**src/rtl/tipi_pkg.sv**
```systemverilog
// Shared constants and mailbox address helpers for the TIPI mailbox bridge.
package tipi_pkg;

  localparam logic [15:0] REG_TOP_DEFAULT = 16'h5FFF;
  localparam logic [6:0]  CRU_BIT_EN      = 7'h00;
  localparam logic [6:0]  CRU_BIT_PIRESET = 7'h01;

  // TI->RPi mailbox k: odd addresses descending from the top of the window.
  function automatic logic [15:0] tx_addr(input logic [15:0] top, input int k);
    return top - 16'(2 * k);
  endfunction

  // RPi->TI mailbox k sits directly below the block of TX mailboxes.
  function automatic logic [15:0] rx_addr(input logic [15:0] top, input int num_ch, input int k);
    return top - 16'(2 * num_ch) - 16'(2 * k);
  endfunction

endpackage

```
**src/rtl/tipi_edge_sync.sv**
```systemverilog
// Synchroniser chain for an asynchronous strobe with a single-cycle edge pulse
// derived from the last two stages.
module tipi_edge_sync #(
  parameter int SYNC_STAGES = 2,
  parameter bit IDLE        = 1'b1,
  parameter bit RISE        = 1'b0
) (
  input  logic clk,
  input  logic rst,
  input  logic i_async,
  output logic o_pulse
);

  logic [SYNC_STAGES-1:0] r_chain;
  logic                   w_new;
  logic                   w_old;

  always_ff @(posedge clk or posedge rst) begin
    if (rst) begin
      r_chain <= {SYNC_STAGES{IDLE}};
    end else begin
      r_chain <= {r_chain[SYNC_STAGES-2:0], i_async};
    end
  end

  assign w_new = r_chain[SYNC_STAGES-2];
  assign w_old = r_chain[SYNC_STAGES-1];

  generate
    if (RISE) begin : g_rise
      assign o_pulse = w_new & ~w_old;
    end else begin : g_fall
      assign o_pulse = ~w_new & w_old;
    end
  endgenerate

endmodule

```
**src/rtl/tipi_mailbox_sync.sv**
```systemverilog
// TI-99/4A expansion bus to Raspberry Pi serial link bridge: NUM_CH byte
// mailboxes per direction, CRU enable/reset bits, all strobes synchronised to clk.
module tipi_mailbox_sync
  import tipi_pkg::*;
#(
  parameter int          NUM_CH      = 2,
  parameter int          SYNC_STAGES = 2,
  parameter logic [15:0] REG_TOP     = REG_TOP_DEFAULT,
  localparam int         SEL_W       = $clog2(2 * NUM_CH)
) (
  input  logic              clk,
  input  logic              rst,
  input  logic [0:15]       ti_a,
  input  logic [0:7]        ti_data,
  input  logic              ti_memen,
  input  logic              ti_we,
  input  logic              ti_dbin,
  input  logic              ti_cruclk,
  input  logic [3:0]        cru_base,
  input  logic [SEL_W-1:0]  rpi_regsel,
  input  logic              rpi_sdata_in,
  input  logic              rpi_le,
  input  logic              rpi_shclk,
  output logic              rpi_sdata_out,
  output logic [0:7]        dsr_d,
  output logic              tipi_dbus_oe,
  output logic              rpi_reset,
  output logic              dev_en,
  output logic [NUM_CH-1:0] tx_new
);

  logic w_we_ev;
  logic w_cru_ev;
  logic w_sh_ev;

  tipi_edge_sync #(.SYNC_STAGES(SYNC_STAGES), .IDLE(1'b1), .RISE(1'b0)) u_we_sync (
    .clk(clk), .rst(rst), .i_async(ti_we), .o_pulse(w_we_ev)
  );

  tipi_edge_sync #(.SYNC_STAGES(SYNC_STAGES), .IDLE(1'b1), .RISE(1'b0)) u_cru_sync (
    .clk(clk), .rst(rst), .i_async(ti_cruclk), .o_pulse(w_cru_ev)
  );

  tipi_edge_sync #(.SYNC_STAGES(SYNC_STAGES), .IDLE(1'b1), .RISE(1'b1)) u_sh_sync (
    .clk(clk), .rst(rst), .i_async(rpi_shclk), .o_pulse(w_sh_ev)
  );

  logic              r_dev_en;
  logic              r_pireset;
  logic              r_sdata_out;
  logic [7:0]        r_dsr;
  logic [7:0]        r_tx_q  [NUM_CH];
  logic [7:0]        r_tx_sh [NUM_CH];
  logic [7:0]        r_rx_q  [NUM_CH];
  logic [7:0]        r_rx_sh [NUM_CH];
  logic              r_tx_new [NUM_CH];

  logic              w_wr_ok;
  logic              w_cru_hit;
  logic              w_rx_any;
  logic              w_sdo_next;
  logic [7:0]        w_rd_data;
  logic [NUM_CH-1:0] w_tx_hit;
  logic [NUM_CH-1:0] w_rx_hit;
  logic [NUM_CH-1:0] w_tx_wr;
  logic [NUM_CH-1:0] w_tx_sel;
  logic [NUM_CH-1:0] w_rx_sel;

  assign w_wr_ok = w_we_ev & ~ti_memen & r_dev_en;

  genvar gi;
  generate
    for (gi = 0; gi < NUM_CH; gi++) begin : g_ch
      localparam logic [SEL_W-1:0] RX_SEL = SEL_W'(gi);
      localparam logic [SEL_W-1:0] TX_SEL = SEL_W'(NUM_CH + gi);

      assign w_tx_hit[gi] = (ti_a == tx_addr(REG_TOP, gi));
      assign w_rx_hit[gi] = (ti_a == rx_addr(REG_TOP, NUM_CH, gi));
      assign w_tx_wr[gi]  = w_wr_ok & w_tx_hit[gi];
      assign w_tx_sel[gi] = w_sh_ev & (rpi_regsel == TX_SEL);
      assign w_rx_sel[gi] = w_sh_ev & (rpi_regsel == RX_SEL);
      assign tx_new[gi]   = r_tx_new[gi];

      // A TI write and a Pi load in the same cycle: load sees the old byte, set beats clear.
      always_ff @(posedge clk or posedge rst) begin
        if (rst) begin
          r_tx_q[gi]   <= 8'h00;
          r_tx_sh[gi]  <= 8'h00;
          r_rx_q[gi]   <= 8'h00;
          r_rx_sh[gi]  <= 8'h00;
          r_tx_new[gi] <= 1'b0;
        end else begin
          if (w_tx_wr[gi]) begin
            r_tx_q[gi] <= ti_data;
          end
          if (w_tx_wr[gi]) begin
            r_tx_new[gi] <= 1'b1;
          end else if (w_tx_sel[gi] && rpi_le) begin
            r_tx_new[gi] <= 1'b0;
          end
          if (w_tx_sel[gi]) begin
            r_tx_sh[gi] <= rpi_le ? r_tx_q[gi] : {r_tx_sh[gi][6:0], 1'b0};
          end
          if (w_rx_sel[gi]) begin
            if (rpi_le) begin
              r_rx_q[gi] <= r_rx_sh[gi];
            end else begin
              r_rx_sh[gi] <= {r_rx_sh[gi][6:0], rpi_sdata_in};
            end
          end
        end
      end
    end
  endgenerate

  // Non-mailbox addresses (including the ROM window) read as zero here.
  always_comb begin
    w_sdo_next = r_sdata_out;
    w_rd_data  = 8'h00;
    for (int k = 0; k < NUM_CH; k++) begin
      if (w_tx_sel[k] && !rpi_le) begin
        w_sdo_next = r_tx_sh[k][7];
      end
      if (w_rx_hit[k]) begin
        w_rd_data = r_rx_q[k];
      end
    end
  end

  assign w_rx_any  = |w_rx_hit;
  assign w_cru_hit = w_cru_ev & (ti_a[0:3] == 4'h1) & (ti_a[4:7] == cru_base);

  always_ff @(posedge clk or posedge rst) begin
    if (rst) begin
      r_dev_en    <= 1'b0;
      r_pireset   <= 1'b0;
      r_sdata_out <= 1'b0;
      r_dsr       <= 8'h00;
    end else begin
      r_sdata_out <= w_sdo_next;
      r_dsr       <= w_rd_data;
      if (w_cru_hit && (ti_a[8:14] == CRU_BIT_EN)) begin
        r_dev_en <= ti_a[15];
      end
      if (w_cru_hit && (ti_a[8:14] == CRU_BIT_PIRESET)) begin
        r_pireset <= ti_a[15];
      end
    end
  end

  assign rpi_sdata_out = r_sdata_out;
  assign dsr_d         = r_dsr;
  assign dev_en        = r_dev_en;
  assign rpi_reset     = ~r_pireset;
  assign tipi_dbus_oe  = ~(r_dev_en & ~ti_memen & ti_dbin & w_rx_any);

endmodule
```
**config.mk**
```make
export PLATFORM = sky130hd
export DESIGN_NAME = tipi_mailbox_sync
export DESIGN_NICKNAME = d
export VERILOG_FILES = /design/src/rtl/tipi_pkg.sv /design/src/rtl/tipi_edge_sync.sv /design/src/rtl/tipi_mailbox_sync.sv
export SDC_FILE = /design/constraint.sdc
export NUM_CORES = 1
export LEC_CHECK = 0
export CORE_MARGIN = 2
export CORE_UTILIZATION = 45
export CTS_BUF_LIST = sky130_fd_sc_hd__clkbuf_2
export DETAILED_ROUTE_END_ITERATION = 8
export PLACE_DENSITY = 0.68
export SLEW_MARGIN = 20
export SYNTH_ARGS = -nofsm -noshare
export SYNTH_HDL_FRONTEND = slang
export SYNTH_HIERARCHICAL = 1
export SYNTH_SLANG_ARGS = --single-unit
```
**constraint.sdc**
```tcl
create_clock -name clk -period 2.8 [get_ports clk]
set_input_delay 0.56 -clock clk [delete_from_list [all_inputs] [get_ports clk]]
set_output_delay 0.56 -clock clk [all_outputs]
set_load 0.01 [all_outputs]
```
==> qor.csv, run 1 <==
metric,value,unit
grt_most_used_layer,met2,
cp-end-kind,output port,
place_congestion,0.716,
period_share,94.6,%
fp.dieW,91.8,µm
r2r_setup_slack,890,ps
cts_inserted_buffers,9,
post-route-min-period,2650,ps
peakVddDrop,0.000354,V
io_pins,53,
yosysSeqAreaShare,60.1,%
ys.flop_type,dfrtp_1,
grt_pass1_vias,2220,
powerDensity,503,nW/µm²
final-seq-area,2080,µm²
drt_pass1_iterations,5,
cp_max_fo,2,
die_area,8420,µm²
antenna_found_initial,0,
total_power,2180,µW
clock_latency,520,ps
synthCells,254,
initial_utilization,45.6,%
num_vias,2146,
clockRootBuffer,clkbuf_2,
worst-setup-path-type,input pin to output port,
grtUsageMet1,24.9,%
crit_family,simple AND/OR/NAND/NOR gates,
dp.cells,411,
dpl.hpwl,4640,µm
use_met3,4.77,%
cts_buffer_depth,2,
worst_pin_slew,653,ps
drtIter0Drc,93,
p_leak,0.00202,µW
port_buffers,52,
n_antenna_cell,0,
cp-start-kind,input pin,
crit_buf_inv,2,
route.detailed.drc,0,
fin_ws,152,ps
multi_input_area,1320,µm²
synth.area.top_cells,"dfrtp_1 (56%), mux2_2 (16%), mux2i_1 (6.6%), dfstp_2 (4.5%), o21ai_0 (2.6%)",
skew,25.4,ps
synth_top_area_share,55.6,%
max_freq,0.378,GHz
cts_sinks,83,
finalWirelength,6540,µm
slowest_stage,clkdlybuf4s50_1,
clk_pin_slew,210,ps
hold_path_class,register to register,
overflow,0,
hold_violations,0,
grt_pass1_wl,11200,µm
synth.cell_area,3470,µm²
drv_slew,0,
final_layout_size_suffix_gt1_share,29.1,%
setup_viol,0,
ant_nets,0,
cap_violations,0,
pre_cts_ws,-117,ps
syn_to_final_growth,24.9,%
vias_per_cell,5.01,
netlist.top_cell.by_area,dfrtp_1,
wl_per_cell,15.3,µm
ys_ff_latch,83,
synth_nets,293,
core-area,7610,µm²
slew_headroom,56.3,%
yosysUniqueCellTypes,30,
rows,32,
yosys_warnings,6,
cts_hold_buf,0,
required,2240,ps
status,"complete, no violations",
avgSynthCellArea,13.6,µm²
crit_chain,"clkdlybuf4s50_1, nor4b_2, nand3_1, or2_2, dlygate4sd2_1",
crit_arrival,2090,ps
met2_usage,25.5,%
grt_usage,17.3,%
grt_max_degree,39,
rsz0062_at_grt,false,
fill_cells,624,
cpPeakStageDelay,440,ps
fin_cells,428,
finalInstanceArea,4330,µm²
synthArstFlopShare,100,%
final_nets,360,
cts_tree,yes,
die_y,91.8,µm
placed_area,4180,µm²
h-tree-depth,3,
synth_edf_count,0,
==> registers in the layout (all words and copies together), names as in the netlist, 8 cells and up <==
signal	count
r_rx_q	16
r_rx_sh	16
r_tx_q	16
r_tx_sh	16
dsr_d	8
==> per-stage QoR <==
| stage | util [%] | hold WS, ps | setup TNS, ps |
|---|---|---|---|
| floorplan | - | 354 | 0 |
| global placement | 55.0 | 358 | -15.4 |
| detailed placement | 55.0 | 358 | -117 |
| CTS | 56.9 | 377 | 0 |
| global route | 56.9 | 347 | 0 |
| finish | 56.9 | 385 | 0 |
==> final cells by class <==
type | count | share of cell area [%]
Sequential cell | 83 | 48.1
Multi-Input combinational cell | 156 | 30.4
Timing Repair Buffer | 65 | 14.8
Tap cell | 102 | 2.95
Clock inverter | 7 | 2.14
Clock buffer | 9 | 1.04
Inverter | 6 | 0.520
==> path summary, 6_finish.rpt <==
| path | startpoint | depth (start not counted) | end |
|---|---|---|---|
| max | ti_a[13] | 5 | tipi_dbus_oe |
| min | u_sh_sync/r_chain[0]$_DFF_PP1_ | 0 | u_sh_sync/r_chain[1]$_DFF_PP1_ |
| max reg2reg | u_we_sync/r_chain[1]$_DFF_PP1_ | 6 | r_tx_q[0]$_DFFE_PP0P_ |
| min reg2reg | u_sh_sync/r_chain[0]$_DFF_PP1_ | 0 | u_sh_sync/r_chain[1]$_DFF_PP1_ |
| max in group asynchronous | rst | 3 | r_rx_q[6]$_DFFE_PP0P_ |
| min in group asynchronous | rst | 2 | r_tx_q[12]$_DFFE_PP0P_ |
==> synthesized netlist by cell type (2+ instances only) <==
library cell,number
dfrtp_1,77
mux2_2,50
mux2i_1,23
nand2_1,20
o21ai_0,18
nor2_1,13
buf_2,6
dfstp_2,6
inv_1,6
nand4_1,4
xnor2_1,4
nand4b_1,3
nor2b_4,3
clkbuf_1,2
nand3_1,2
nor4b_4,2
or2_2,2
==> placed cells by master, fill, tap and decap left out, drive strengths merged, types with 2 or more instances in the layout <==
cell / synthesis / final
or2: 2 / 2
clkinv: 0 / 3
nand4b: 3 / 3
nand2: 20 / 20
mux2i: 23 / 23
mux2: 50 / 50
nor4: 2 / 2
nand4: 4 / 4
inv: 6 / 6
clkinvlp: 0 / 2
bufinv: 0 / 2
clkbuf: 2 / 9
dfstp: 6 / 6
nor2b: 3 / 3
xnor2: 4 / 4
buf: 7 / 13
dfrtp: 77 / 77
clkdlybuf4s50: 0 / 51
nor2: 13 / 13
o21ai: 18 / 18
nor4b: 3 / 3
nand3: 3 / 3
==> repair_timing <==
action | 4_1_cts | 5_1_grt
setup buffers | 1 | 0
resized for setup | 2 | 0
endpoints found under the setup margin | 1 | 0
==> kinds of logic after synthesis <==
kind of cell / after synthesis / share of synthesized area [%]
AOI/OAI and AO/OA: 19 / 2.74
buffers and inverters: 15 / 2.06
and+or+nand+nor: 60 / 11.2
muxes: 73 / 22.9
xor gates and xnor gates: 4 / 1.01
DFF: 83 / 60.1
==> power by group <==
group          switching, µW  internal, µW  total [µW]
registers               29.3          1250        1280
clock network            406           292         698
logic                   84.2           117         201
==> routing by layer <==
| metal | routed length (µm) | vias up |
|---|---|---|
| met3 | 306 | 4 |
| met1 | 3150 | 1075 |
| met5 | 0 | - |
| li1 | - | 1020 |
| met4 | 36 | 0 |
| met2 | 3050 | 47 |
No activity file was read; power rests on OpenSTA's default activity.
==> run 2: changes to the inputs <==
--- a/config.mk
+++ b/config.mk
@@ -5,13 +5,16 @@
 export SDC_FILE = /design/constraint.sdc
 export NUM_CORES = 1
 export LEC_CHECK = 0
+export CELL_PAD_IN_SITES_DETAIL_PLACEMENT = 0
+export CELL_PAD_IN_SITES_GLOBAL_PLACEMENT = 1
 export CORE_MARGIN = 2
 export CORE_UTILIZATION = 45
 export CTS_BUF_LIST = sky130_fd_sc_hd__clkbuf_2
 export DETAILED_ROUTE_END_ITERATION = 8
-export PLACE_DENSITY = 0.68
+export PLACE_DENSITY_LB_ADDON = 0.1
 export SLEW_MARGIN = 20
 export SYNTH_ARGS = -nofsm -noshare
 export SYNTH_HDL_FRONTEND = slang
 export SYNTH_HIERARCHICAL = 1
 export SYNTH_SLANG_ARGS = --single-unit
+export TNS_END_PERCENT = 5
==> constraint.sdc (replaced) <==
create_clock -name clk -period 2.8 [get_ports clk]
set_input_delay 0.7 -clock clk [delete_from_list [all_inputs] [get_ports clk]]
set_output_delay 0.7 -clock clk [all_outputs]
set_load 0.01 [all_outputs]
==> run 2 against run 1 <==
Die area is the same. Global-route usage is essentially flat. Register-to-register slack is essentially flat. Routed wire length grew 0.23%. Sequential share of layout area shrank 0.58 points. Sequential power is essentially flat. Power is essentially flat. Final area grew 1.2%. Clock power shrank 1%. Hold slack lost 0.73 ps. Count of clock-buffer cells in the layout grew 2. Critical endpoint unchanged.
==> qor.csv, run 2 (synthesis results as in run 1) <==
metric,value,unit
status,"complete, no violations",
cts_buffer_depth,2,
grt_pass1_vias,2266,
final_common_cell,dfrtp_1,
clockRootBuffer,clkbuf_2,
die_y,91.8,µm
final_util,57.6,%
powerDensity,497,nW/µm²
grt_usage,17.3,%
wl_per_cell,15.0,µm
dpl.hpwl,4650,µm
ant_nets,0,
vias_per_cell,4.90,
worst_pin_slew,517,ps
whs,385,ps
required,2100,ps
hold_violations,0,
post-route-min-period,2720,ps
grt_max_degree,43,
die_area,8420,µm²
antenna_found_initial,0,
drtIter0Drc,90,
rows,32,
num_vias,2135,
final_nets,368,
initial_utilization,45.6,%
cts_sinks,83,
core-area,7610,µm²
setup_viol,0,
io_pins,53,
r2r_setup_slack,880,ps
slew_headroom,65.6,%
cap_violations,0,
h-tree-depth,3,
rsz0062_at_grt,false,
overflow,0,
clock_latency,510,ps
drt_pass1_iterations,4,
route.detailed.drc,0,
cts_inserted_buffers,9,
skew,35.3,ps
crit_arrival,2020,ps
multi_input_area,1330,µm²
peakVddDrop,0.000199,V
final_cell_mix,"dfrtp_1 (77), mux2_2 (50), clkdlybuf4s50_1 (50), mux2i_1 (23)",
fill_cells,672,
port_buffers,52,
final-seq-area,2080,µm²
syn_to_final_growth,26.5,%
cts_tree,yes,
final_layout_size_suffix_gt1_share,31.4,%
hold_path_class,register to register,
cp_max_fo,2,
drv_slew,0,
finalWirelength,6550,µm
fp.dieW,91.8,µm
worst-setup-path-type,input pin to output port,
period_share,97.3,%
cp-end-kind,output port,
p_leak,0.00207,µW
cp-start-kind,input pin,
grt_pass1_wl,11200,µm
max_freq,0.367,GHz
n_antenna_cell,0,
clk_pin_slew,190,ps
place_congestion,0.733,
==> run 2: cell count changes in the layout (fill, tap and decap cells not counted), sizes merged <==
cell           change
clkdlybuf4s50      -1
clkinv             -2
dlymetal6s2s       +1
buf                +9
clkbuf             +2
dlygate4sd2        -1
==> run 2: metrics by stage <==
| stage | instance area [µm²] | instances | power (µW) | setup WS (ps) | setup TNS, ps |
|---|---|---|---|---|---|
| 2_1_floorplan | 3470 | 254 | 1400 | 133 | 0 |
| 3_3_place_gp | 4230 | 419 | 1510 | -324 | -324 |
| 3_5_place_dp | 4230 | 419 | 1510 | -350 | -350 |
| 4_1_cts | 4370 | 436 | 2210 | 63.9 | 0 |
| 5_1_grt | 4380 | 436 | 2280 | 5.92 | 0 |
| 6_report | 4380 | 436 | 2180 | 75.4 | 0 |
==> run 2: path summary, 6_finish.rpt <==
check / depth (start not counted) / start / endpoint
min reg2reg: 0 / u_sh_sync/r_chain[0]$_DFF_PP1_ / u_sh_sync/r_chain[1]$_DFF_PP1_
max reg2reg: 6 / u_we_sync/r_chain[1]$_DFF_PP1_ / r_tx_q[3]$_DFFE_PP0P_
max: 5 / ti_a[0] / tipi_dbus_oe
min: 0 / u_sh_sync/r_chain[0]$_DFF_PP1_ / u_sh_sync/r_chain[1]$_DFF_PP1_
min in group asynchronous: 2 / rst / u_cru_sync/r_chain[1]$_DFF_PP1_
max in group asynchronous: 3 / rst / r_rx_sh[8]$_DFFE_PP0P_
==> run 2: power by group <==
group / internal (µW) / leakage, µW / total, µW / switching, µW
Clock: 301 / 0.0000782 / 691 / 390
Combinational: 121 / 0.000866 / 205 / 84.1
Sequential: 1250 / 0.00113 / 1280 / 31.4
Total: 1670 / 0.00207 / 2180 / 505
==> run 2: critical path, cell delays in order <==
cell	delay, ps
clkdlybuf4s50_1	470
nor4b_4	290
nand3_1	130
or2_2	300
buf_2	140
==> run 2: per-layer routing <==
layer	vias up	wire, µm	part of all wire (%)	track usage, %
met3	12	283	4.3	3.70
met2	49	2930	45	25.9
li1	1039	-	-	-
met4	0	148	2.3	8.46
met5	-	0	0	0
met1	1035	3190	49	24.0
==> run 2: what timing repair did <==
item / 4_1_cts / 5_1_grt
buffers inserted: 1 / 0
pin swaps: 2 / 2
setup endpoints to repair: 1 / 1
hold buffers: 0 / 0
gates resized for setup: 5 / 2
==> run 2: cell type report <==
type / instances / share of cell area (%)
Clock inverter: 5 / 1.83
Timing Repair Buffer: 73 / 15.7
Inverter: 6 / 0.514
Multi-Input combinational cell: 156 / 30.3
Tap cell: 102 / 2.91
Sequential cell: 83 / 47.5
Clock buffer: 11 / 1.26
